File: src/rtl/cas_pkg.sv
// Shared cassette timing constants and framer state encoding for the Oric
// tape generator/decoder pair.
package cas_pkg;

  localparam int CAS_T1_LOW     = 4354;
  localparam int CAS_T1_PERIOD  = 8708;
  localparam int CAS_T0_LOW     = 6530;
  localparam int CAS_T0_PERIOD  = 15239;
  localparam int CAS_BIT_THRESH = 6531;

  typedef enum logic [1:0] {
    HUNT   = 2'd0,
    DATA   = 2'd1,
    PARITY = 2'd2,
    STOP   = 2'd3
  } cas_state_e;

endpackage

File: src/rtl/cas_pulse_classifier.sv
// Synchronises the tape level, measures each high pulse and turns it into a
// 1/0 bit decision; also tracks edge activity for carrier detection.
module cas_pulse_classifier
  import cas_pkg::*;
#(
  parameter int BIT_THRESH = CAS_BIT_THRESH,
  parameter int MIN_HIGH   = 1000,
  parameter int TIMEOUT    = 20000
) (
  input  logic clk,
  input  logic reset_n,
  input  logic i_enable,
  input  logic i_tape,
  output logic o_bit_valid,
  output logic o_bit_val,
  output logic o_carrier,
  output logic o_timeout
);

  localparam logic [14:0] THR_W = 15'(BIT_THRESH);
  localparam logic [14:0] MIN_W = 15'(MIN_HIGH);
  localparam logic [14:0] TO_W  = 15'(TIMEOUT);

  logic        r_s1, r_s2, r_s3;
  logic [14:0] r_width, r_idle;
  logic        w_rise, w_fall, w_clr;

  assign w_rise = r_s2 & ~r_s3;
  assign w_fall = ~r_s2 & r_s3;
  assign w_clr  = ~reset_n | ~i_enable;

  // Synchroniser keeps running while disabled so edges are clean on re-enable.
  always_ff @(posedge clk) begin
    if (!reset_n) begin
      r_s1 <= 1'b0;
      r_s2 <= 1'b0;
      r_s3 <= 1'b0;
    end else begin
      r_s1 <= i_tape;
      r_s2 <= r_s1;
      r_s3 <= r_s2;
    end
  end

  always_ff @(posedge clk) begin
    if (w_clr) begin
      r_width     <= '0;
      o_bit_valid <= 1'b0;
      o_bit_val   <= 1'b0;
    end else begin
      if (w_rise)
        r_width <= '0;
      else if (r_s2 && r_width != 15'h7FFF)
        r_width <= r_width + 15'd1;
      o_bit_valid <= w_fall && (r_width >= MIN_W);
      o_bit_val   <= (r_width < THR_W);
    end
  end

  // Idle counter parks at TIMEOUT so the timeout pulse fires once per loss.
  always_ff @(posedge clk) begin
    if (w_clr) begin
      r_idle    <= '0;
      o_carrier <= 1'b0;
      o_timeout <= 1'b0;
    end else begin
      o_timeout <= 1'b0;
      if (w_rise || w_fall) begin
        r_idle    <= '0;
        o_carrier <= 1'b1;
      end else if (r_idle != TO_W) begin
        r_idle <= r_idle + 15'd1;
        if (r_idle == TO_W - 15'd1) begin
          o_carrier <= 1'b0;
          o_timeout <= 1'b1;
        end
      end
    end
  end

endmodule

File: src/rtl/cas_sig_dec.sv
// Cassette signal decoder: frames classified tape bits into start/8 data/
// parity/stop bytes and reports leader-gap and carrier status.
module cas_sig_dec
  import cas_pkg::*;
#(
  parameter int BIT_THRESH = CAS_BIT_THRESH,
  parameter int MIN_HIGH   = 1000,
  parameter int TIMEOUT    = 20000,
  parameter int GAP_BITS   = 64
) (
  input  logic       clk,
  input  logic       reset_n,
  input  logic       enable,
  input  logic       tape_in,
  output logic [7:0] dout,
  output logic       data_valid,
  output logic       parity_err,
  output logic       frame_err,
  output logic       in_gap,
  output logic       carrier
);

  localparam logic [7:0] GAP_TH = 8'(GAP_BITS);

  logic       w_bit_valid, w_bit_val, w_timeout;
  cas_state_e r_state, w_state_n;
  logic [7:0] r_sh, w_sh_n, r_gap, w_gap_n, r_dout, w_dout_n;
  logic [2:0] r_idx, w_idx_n;
  logic       r_acc, w_acc_n, r_perr, w_perr_n, r_in_gap, w_in_gap_n;
  logic       r_parity_err, w_parity_err_n, r_frame_err, w_frame_err_n;
  logic       r_dv, w_dv_n;

  cas_pulse_classifier #(
    .BIT_THRESH (BIT_THRESH),
    .MIN_HIGH   (MIN_HIGH),
    .TIMEOUT    (TIMEOUT)
  ) u_cls (
    .clk         (clk),
    .reset_n     (reset_n),
    .i_enable    (enable),
    .i_tape      (tape_in),
    .o_bit_valid (w_bit_valid),
    .o_bit_val   (w_bit_val),
    .o_carrier   (carrier),
    .o_timeout   (w_timeout)
  );

  always_comb begin
    w_state_n      = r_state;
    w_sh_n         = r_sh;
    w_acc_n        = r_acc;
    w_idx_n        = r_idx;
    w_perr_n       = r_perr;
    w_gap_n        = r_gap;
    w_in_gap_n     = r_in_gap;
    w_dout_n       = r_dout;
    w_parity_err_n = r_parity_err;
    w_frame_err_n  = r_frame_err;
    w_dv_n         = 1'b0;
    if (w_timeout) begin
      w_state_n  = HUNT;
      w_gap_n    = '0;
      w_in_gap_n = 1'b0;
    end else if (w_bit_valid) begin
      case (r_state)
        HUNT: begin
          if (w_bit_val) begin
            w_gap_n    = (r_gap == 8'hFF) ? r_gap : r_gap + 8'd1;
            w_in_gap_n = (w_gap_n >= GAP_TH);
          end else begin
            w_sh_n     = '0;
            w_acc_n    = 1'b1;
            w_idx_n    = '0;
            w_gap_n    = '0;
            w_in_gap_n = 1'b0;
            w_state_n  = DATA;
          end
        end
        DATA: begin
          w_sh_n  = {w_bit_val, r_sh[7:1]};
          w_acc_n = r_acc ^ w_bit_val;
          w_idx_n = r_idx + 3'd1;
          if (r_idx == 3'd7) w_state_n = PARITY;
        end
        PARITY: begin
          // Accumulator started at 1, so it now holds the expected (odd) parity.
          w_perr_n  = (w_bit_val != r_acc);
          w_state_n = STOP;
        end
        STOP: begin
          w_dout_n       = r_sh;
          w_parity_err_n = r_perr;
          w_frame_err_n  = ~w_bit_val;
          w_dv_n         = 1'b1;
          w_state_n      = HUNT;
        end
        default: w_state_n = HUNT;
      endcase
    end
  end

  always_ff @(posedge clk) begin
    if (!reset_n || !enable) begin
      r_state      <= HUNT;
      r_sh         <= '0;
      r_acc        <= 1'b0;
      r_idx        <= '0;
      r_perr       <= 1'b0;
      r_gap        <= '0;
      r_in_gap     <= 1'b0;
      r_dout       <= '0;
      r_parity_err <= 1'b0;
      r_frame_err  <= 1'b0;
      r_dv         <= 1'b0;
    end else begin
      r_state      <= w_state_n;
      r_sh         <= w_sh_n;
      r_acc        <= w_acc_n;
      r_idx        <= w_idx_n;
      r_perr       <= w_perr_n;
      r_gap        <= w_gap_n;
      r_in_gap     <= w_in_gap_n;
      r_dout       <= w_dout_n;
      r_parity_err <= w_parity_err_n;
      r_frame_err  <= w_frame_err_n;
      r_dv         <= w_dv_n;
    end
  end

  assign dout       = r_dout;
  assign data_valid = r_dv;
  assign parity_err = r_parity_err;
  assign frame_err  = r_frame_err;
  assign in_gap     = r_in_gap;

endmodule
File: config.mk
export PLATFORM = sky130hd
export DESIGN_NAME = cas_sig_dec
export DESIGN_NICKNAME = d
export VERILOG_FILES = /design/src/rtl/cas_pkg.sv /design/src/rtl/cas_pulse_classifier.sv /design/src/rtl/cas_sig_dec.sv
export SDC_FILE = /design/constraint.sdc
export NUM_CORES = 1
export LEC_CHECK = 0
export BUFFER_PORTS_ARGS = -buffer_cell sky130_fd_sc_hd__buf_2
export CORE_ASPECT_RATIO = 1.1
export CORE_UTILIZATION = 40
export CTS_BUF_LIST = sky130_fd_sc_hd__clkbuf_4 sky130_fd_sc_hd__clkbuf_8
export CTS_CLUSTER_SIZE = 28
export DETAILED_ROUTE_END_ITERATION = 10
export PLACE_DENSITY_LB_ADDON = 0.25
export SLEW_MARGIN = 30
export SYNTH_ARGS = -nofsm -noshare
export SYNTH_HDL_FRONTEND = slang
export SYNTH_SLANG_ARGS = --single-unit
File: constraint.sdc
create_clock -name clk -period 1.8 [get_ports clk]
set_clock_uncertainty 0.15 [all_clocks]
set_input_delay 0.36 -clock clk [delete_from_list [all_inputs] [get_ports clk]]
set_output_delay 0.36 -clock clk [all_outputs]
set_load 0.01 [all_outputs]
After elaboration in Yosys (flattened, before gate mapping):

Cells that the tools add are included.

* bits of input ports: 4
* bits in latches: 0
* bits in writable memories: 0
* register bits after elaboration: 72
* bits in read-only memories: 0
* output and inout bits: 13
* memories: 0
* logic and storage cells: 88

* equality and inequality tests: 11
* multiplexer cells: 17
* multiply operators: 0
* bitwise gates (word level): 12
* order comparisons: 3
* div/mod/pow operators: 0
* $add $sub $neg: 4
* shifts and indexed selects: 0
* reduce and logical (&&, ||, !) cells: 21

Operators with widths (number)
* $add A15 B1 Y15 const B: 2
* $ne A15 B15 Y1 const B: 2
* $mux W8: 3
* $pmux W8 S2: 1
* $eq A15 B15 Y1 const B: 1
* $ge A15 B10 Y1 const B: 1
* $lt A15 B13 Y1 const B: 1
* $reduce_and A3 Y1: 3
* $add A8 B1 Y8 const B: 1
* $eq A8 B8 Y1 const B: 1
* $ge A8 B7 Y1 const B: 1
* $not A1 Y1: 8
* $pmux W2 S4: 1
* $mux W1: 7
* $pmux W3 S2: 1
* $reduce_bool A2 Y1: 3
* $reduce_or A2 Y1: 3
* $reduce_or A3 Y1: 2
* $eq A2 B2 Y1 const B: 2
* $mux W2: 2
* $ne A2 B2 Y1 const B: 2
* $reduce_and A2 Y1: 2
* $reduce_and A4 Y1: 1
* $add A3 B1 Y3 const B: 1
* 12 further kinds: 16

Longest topological paths before layout:

* word-level depth: 5
* mapped depth: 7
* mapped depth without buffers: 6

By module:

Synthesis repeated with hierarchy kept, for this count alone.

* cells, all modules: 378
* area, all modules: 3278.1 sq um

Modules (own cells, without submodules)
* cas_pulse_classifier: seq. area each 740.7 sq um, instances 1, cells an instance 211, area an instance 1764.2 sq um
* cas_sig_dec: seq. area each 700.7 sq um, instances 1, cells an instance 167, area an instance 1514.0 sq um

Worst setup path after synthesis:

OpenSTA, ideal clock, no wires.

* kind: reg-to-reg
* start: register u_cls.r_width[1]
* end: register u_cls.r_width[1]
* data required time: 1.522 ns
* arrival time: 1.557 ns
* stages on the path, launching flop included: 6
* period minus slack after synthesis: 1.834 ns
* setup slack: -0.034 ns
* library setup time: 0.128 ns
* buffers on the path: 0
* path through: dfxtp_1 > ha_1 > nand4_4 > o41ai_4 > mux2i_1 > nor2_1

* longest elaborated chain between the ends: 2
* elaborated cells on any way between the ends: 3
* those cells by class: add/sub (1); eq/ne (1); reduce/logical (1)

RTL lines
* from (decl): line cas_pulse_classifier.sv:25 `logic [14:0] r_width, r_idle;`
* from (signal assigned): line cas_pulse_classifier.sv:54 `r_width <= r_width + 15'd1;`
* parallel branches: the longest is 2 deep, another holds $add A15 B1 Y15

Several ways; the timed one is not identified.
A chain may end at the register's enable or synchronous reset.

Final worst setup path:

* start: register u_cls.r_width[1]
* end: register u_cls.r_width[11]

Same word-level chain as after synthesis.

==> results.cfg <==
[routing]
drc = 0
final_antenna_net_count = 0
viasPerCell = 5.22
first_pass_iters = 4
num_vias = 2794
wire_per_inst_um = 12.5
drt_wl_total_um = 6670
drt_iter0_markers = 46

[pwr]
p_per_area_nw_per_um2 = 828
ir_worst_vdd_mv = 0.561
p_leak_nw = 1.45

[floorplan]
dieArea_um2 = 8590
rows = 34
io_pins = 17
initial_utilization_pct = 41.3
fp.dieH_um = 97.1
core_area_um2 = 7960
die_w_um = 88.4

[global_route]
antenna_found_initial = 0
overflow = 0
grt_pass1_wl_um = 11500
grt_pass1_vias = 2531
grt_max_degree = 23
gr-usage-all-layers_pct = 16.9

[worst_hold_path]
min_from = tape_in
min_to = u_cls.r_s1
whs_path_depth = 2
hold_class = primary input to flop

[sta]
worstMarginPinSlew_ns = 0.465
setup_viol = 0
finalWorstSetupSlack_ns = 0.0933
min_period_over_period_pct = 94.8
slew_headroom_pct = 68.8
layout_min_cycle_time_ns = 1.71
fmax_mhz = 586
rsz0062_at_grt = false
totalNegativeSetupSlack_ns = 0
hold_slack_ns = 0.0637
final-hold-violation-count = 0
final_max_slew_viol_count = 0

[logic_synthesis]
ys_warn_count = 0
synth_top_area_share_pct = 43.8
synthTopCellsByCount = dfxtp_1, nand2_1, a21oi_1
synth_edf_count = 0
synthSimpleGateAreaFrac_pct = 28.0
synth_xor_area_share_pct = 4.26
synth_area_leader_cell = dfxtp_1
synthesis.instances = 380
ys_ff_latch = 72
async_flop_share_pct = 0
syn_avg_cell_area_um2 = 8.65
synth_area_leaders = dfxtp_1, a21oi_1, nand2_1, ha_1, nor2_1
yosys_most_used_dff = dfxtp_1
syn-cell-area_um2 = 3290
synth_fa_ha_area_share_pct = 4.95
muxShareOfSynthArea_pct = 1.22
synth_top_family_by_area = simple AND/OR/NAND/NOR gates
synth_nets = 397
synth_cell_type_count = 46
yosysMostFrequentCell = dfxtp_1
synth_compound_area_share_pct = 14.5
ys_seq_area_share_pct = 43.8

[finish]
layout-drive-gt1-share_pct = 19.0
fin_area_um2 = 3960
n_fill_cell = 773
fin_nets = 439
final_core_util_pct = 49.8
antenna_cells = 0
synthToLayoutAreaGrowth_pct = 20.5

[clock_tree]
cts_tree = done
hold_buffers = 0
numCtsBuffers = 9
clk_pin_slew_ns = 0.07
cts.sinks = 72
cts_root_buffer = clkbuf_8
clockBufferDepth = 2
clk_latency_ns = 0.36
htreeDepth = 3

[setup_path]
critPathCaptureType = flop
critPathMaxFanout = 8
worstSetupStartpointType = flop
reg2reg_depth = 6
crit_type = flop to flop
ff2ff_setup_slack_ns = 0.09
critPathArrivalTime_ns = 1.85
cp.required_ns = 1.94
r2r_start = u_cls.r_width[1]
rr_endpoint = u_cls.r_width[11]

[outcome]
status = completed

[placed_design]
numPortBuffers = 16
place_ws_ns = 0.0509
dp_hpwl_um = 4590
place.gp.congestion = 0.811
dpl_cell_area_um2 = 3650

[flow_run]
cap_violations = 0
[metal layers]
metal	up-vias	part of all wire (%)	GRT usage [%]
li1	1448	-	-
met1	1303	49	22.4
met2	31	47	25.6
met3	12	2.8	4.16
met4	0	1.7	7.57
met5	-	0	0
[logic make-up after synthesis]
logic type | Yosys count
adders and majority gates | 13
and+or+nand+nor | 172
xor gates and xnor gates | 16
buffers and inverters | 27
muxes | 4
DFF | 72
AOI/OAI and AO/OA | 76
[critical path: stages, from the launching register on]
cell and delay, ns:
dfxtp_1 0.34, ha_4 0.18, nand4_4 0.12, nor4_4 0.06
buf_4 0.15, or4_1 0.50, a21oi_1 0.14
[registers in the layout (all words and copies together), names as in the netlist, 2 cells and up]
signal / flops
dout: 8
r_gap: 8
r_idx: 3
r_sh: 8
r_state: 2
u_cls.r_idle: 15
u_cls.r_width: 15
[metrics by stage]
step | instances | power [mW]
after floorplan | 380 | 1.69
after global placement | 517 | 1.72
after detailed placement | 517 | 1.72
after CTS | 533 | 3.32
after global routing | 535 | 3.40
final | 535 | 3.28
[cell usage in the layout (no fill, tap or decap), types with 4 or more instances in the layout]
cell type  netlist  final
ha_1            13     11
mux2i_1          4      4
nand3_1         16     14
nor2_1          28     28
dfxtp_1         72     70
a21oi_1         37     37
o21ai_0         12     10
nor3_1          10      9
nand2_1         49     48
inv_1           13     12
nand4_1         15     15
buf_4            0     29
clkbuf_8         0      9
and3_1           5      4
xor2_1           6      6
buf_2            2     16
a31oi_1          4      4
xnor2_1         10     10
nor4_1           9      9
and2_1          10     10
or3_1            7      7
[what timing repair did]
item / CTS / global route
resized for setup: 0 / 15
setup endpoints to repair: 0 / 26
endpoints found under the hold margin: 0 / 0
setup buffers: 0 / 2
[final cells by class]
class	count	area, um^2	share of cell area [%]
Clock inverter	6	115	2.90
Timing Repair Buffer	45	298	7.52
Tap cell	108	135	3.41
Sequential cell	72	1440	36.4
Clock buffer	10	131	3.32
Inverter	13	48.8	1.23
Multi-Input combinational cell	281	1790	45.2
[worst max-delay path by stage]
stage,from,cells past startpoint,to
finish,u_cls.r_width[1],6,u_cls.r_width[11]
global route,u_cls.r_width[3],4,u_cls.r_width[11]
CTS,u_cls.r_width[0],5,u_cls.r_width[7]
detailed placement,r_state[0],6,r_gap[5]
global placement,u_cls.r_width[0],5,u_cls.r_width[10]
floorplan,u_cls.r_width[1],5,u_cls.r_width[10]
[report_power, final]
part | internal, mW | switching [mW] | total, mW
Clock | 0.946 | 0.648 | 1.59
Sequential | 1.60 | 0.00621 | 1.60
Combinational | 0.0301 | 0.0516 | 0.0817
Total | 2.57 | 0.705 | 3.28
No activity file was read; power rests on OpenSTA's default activity.
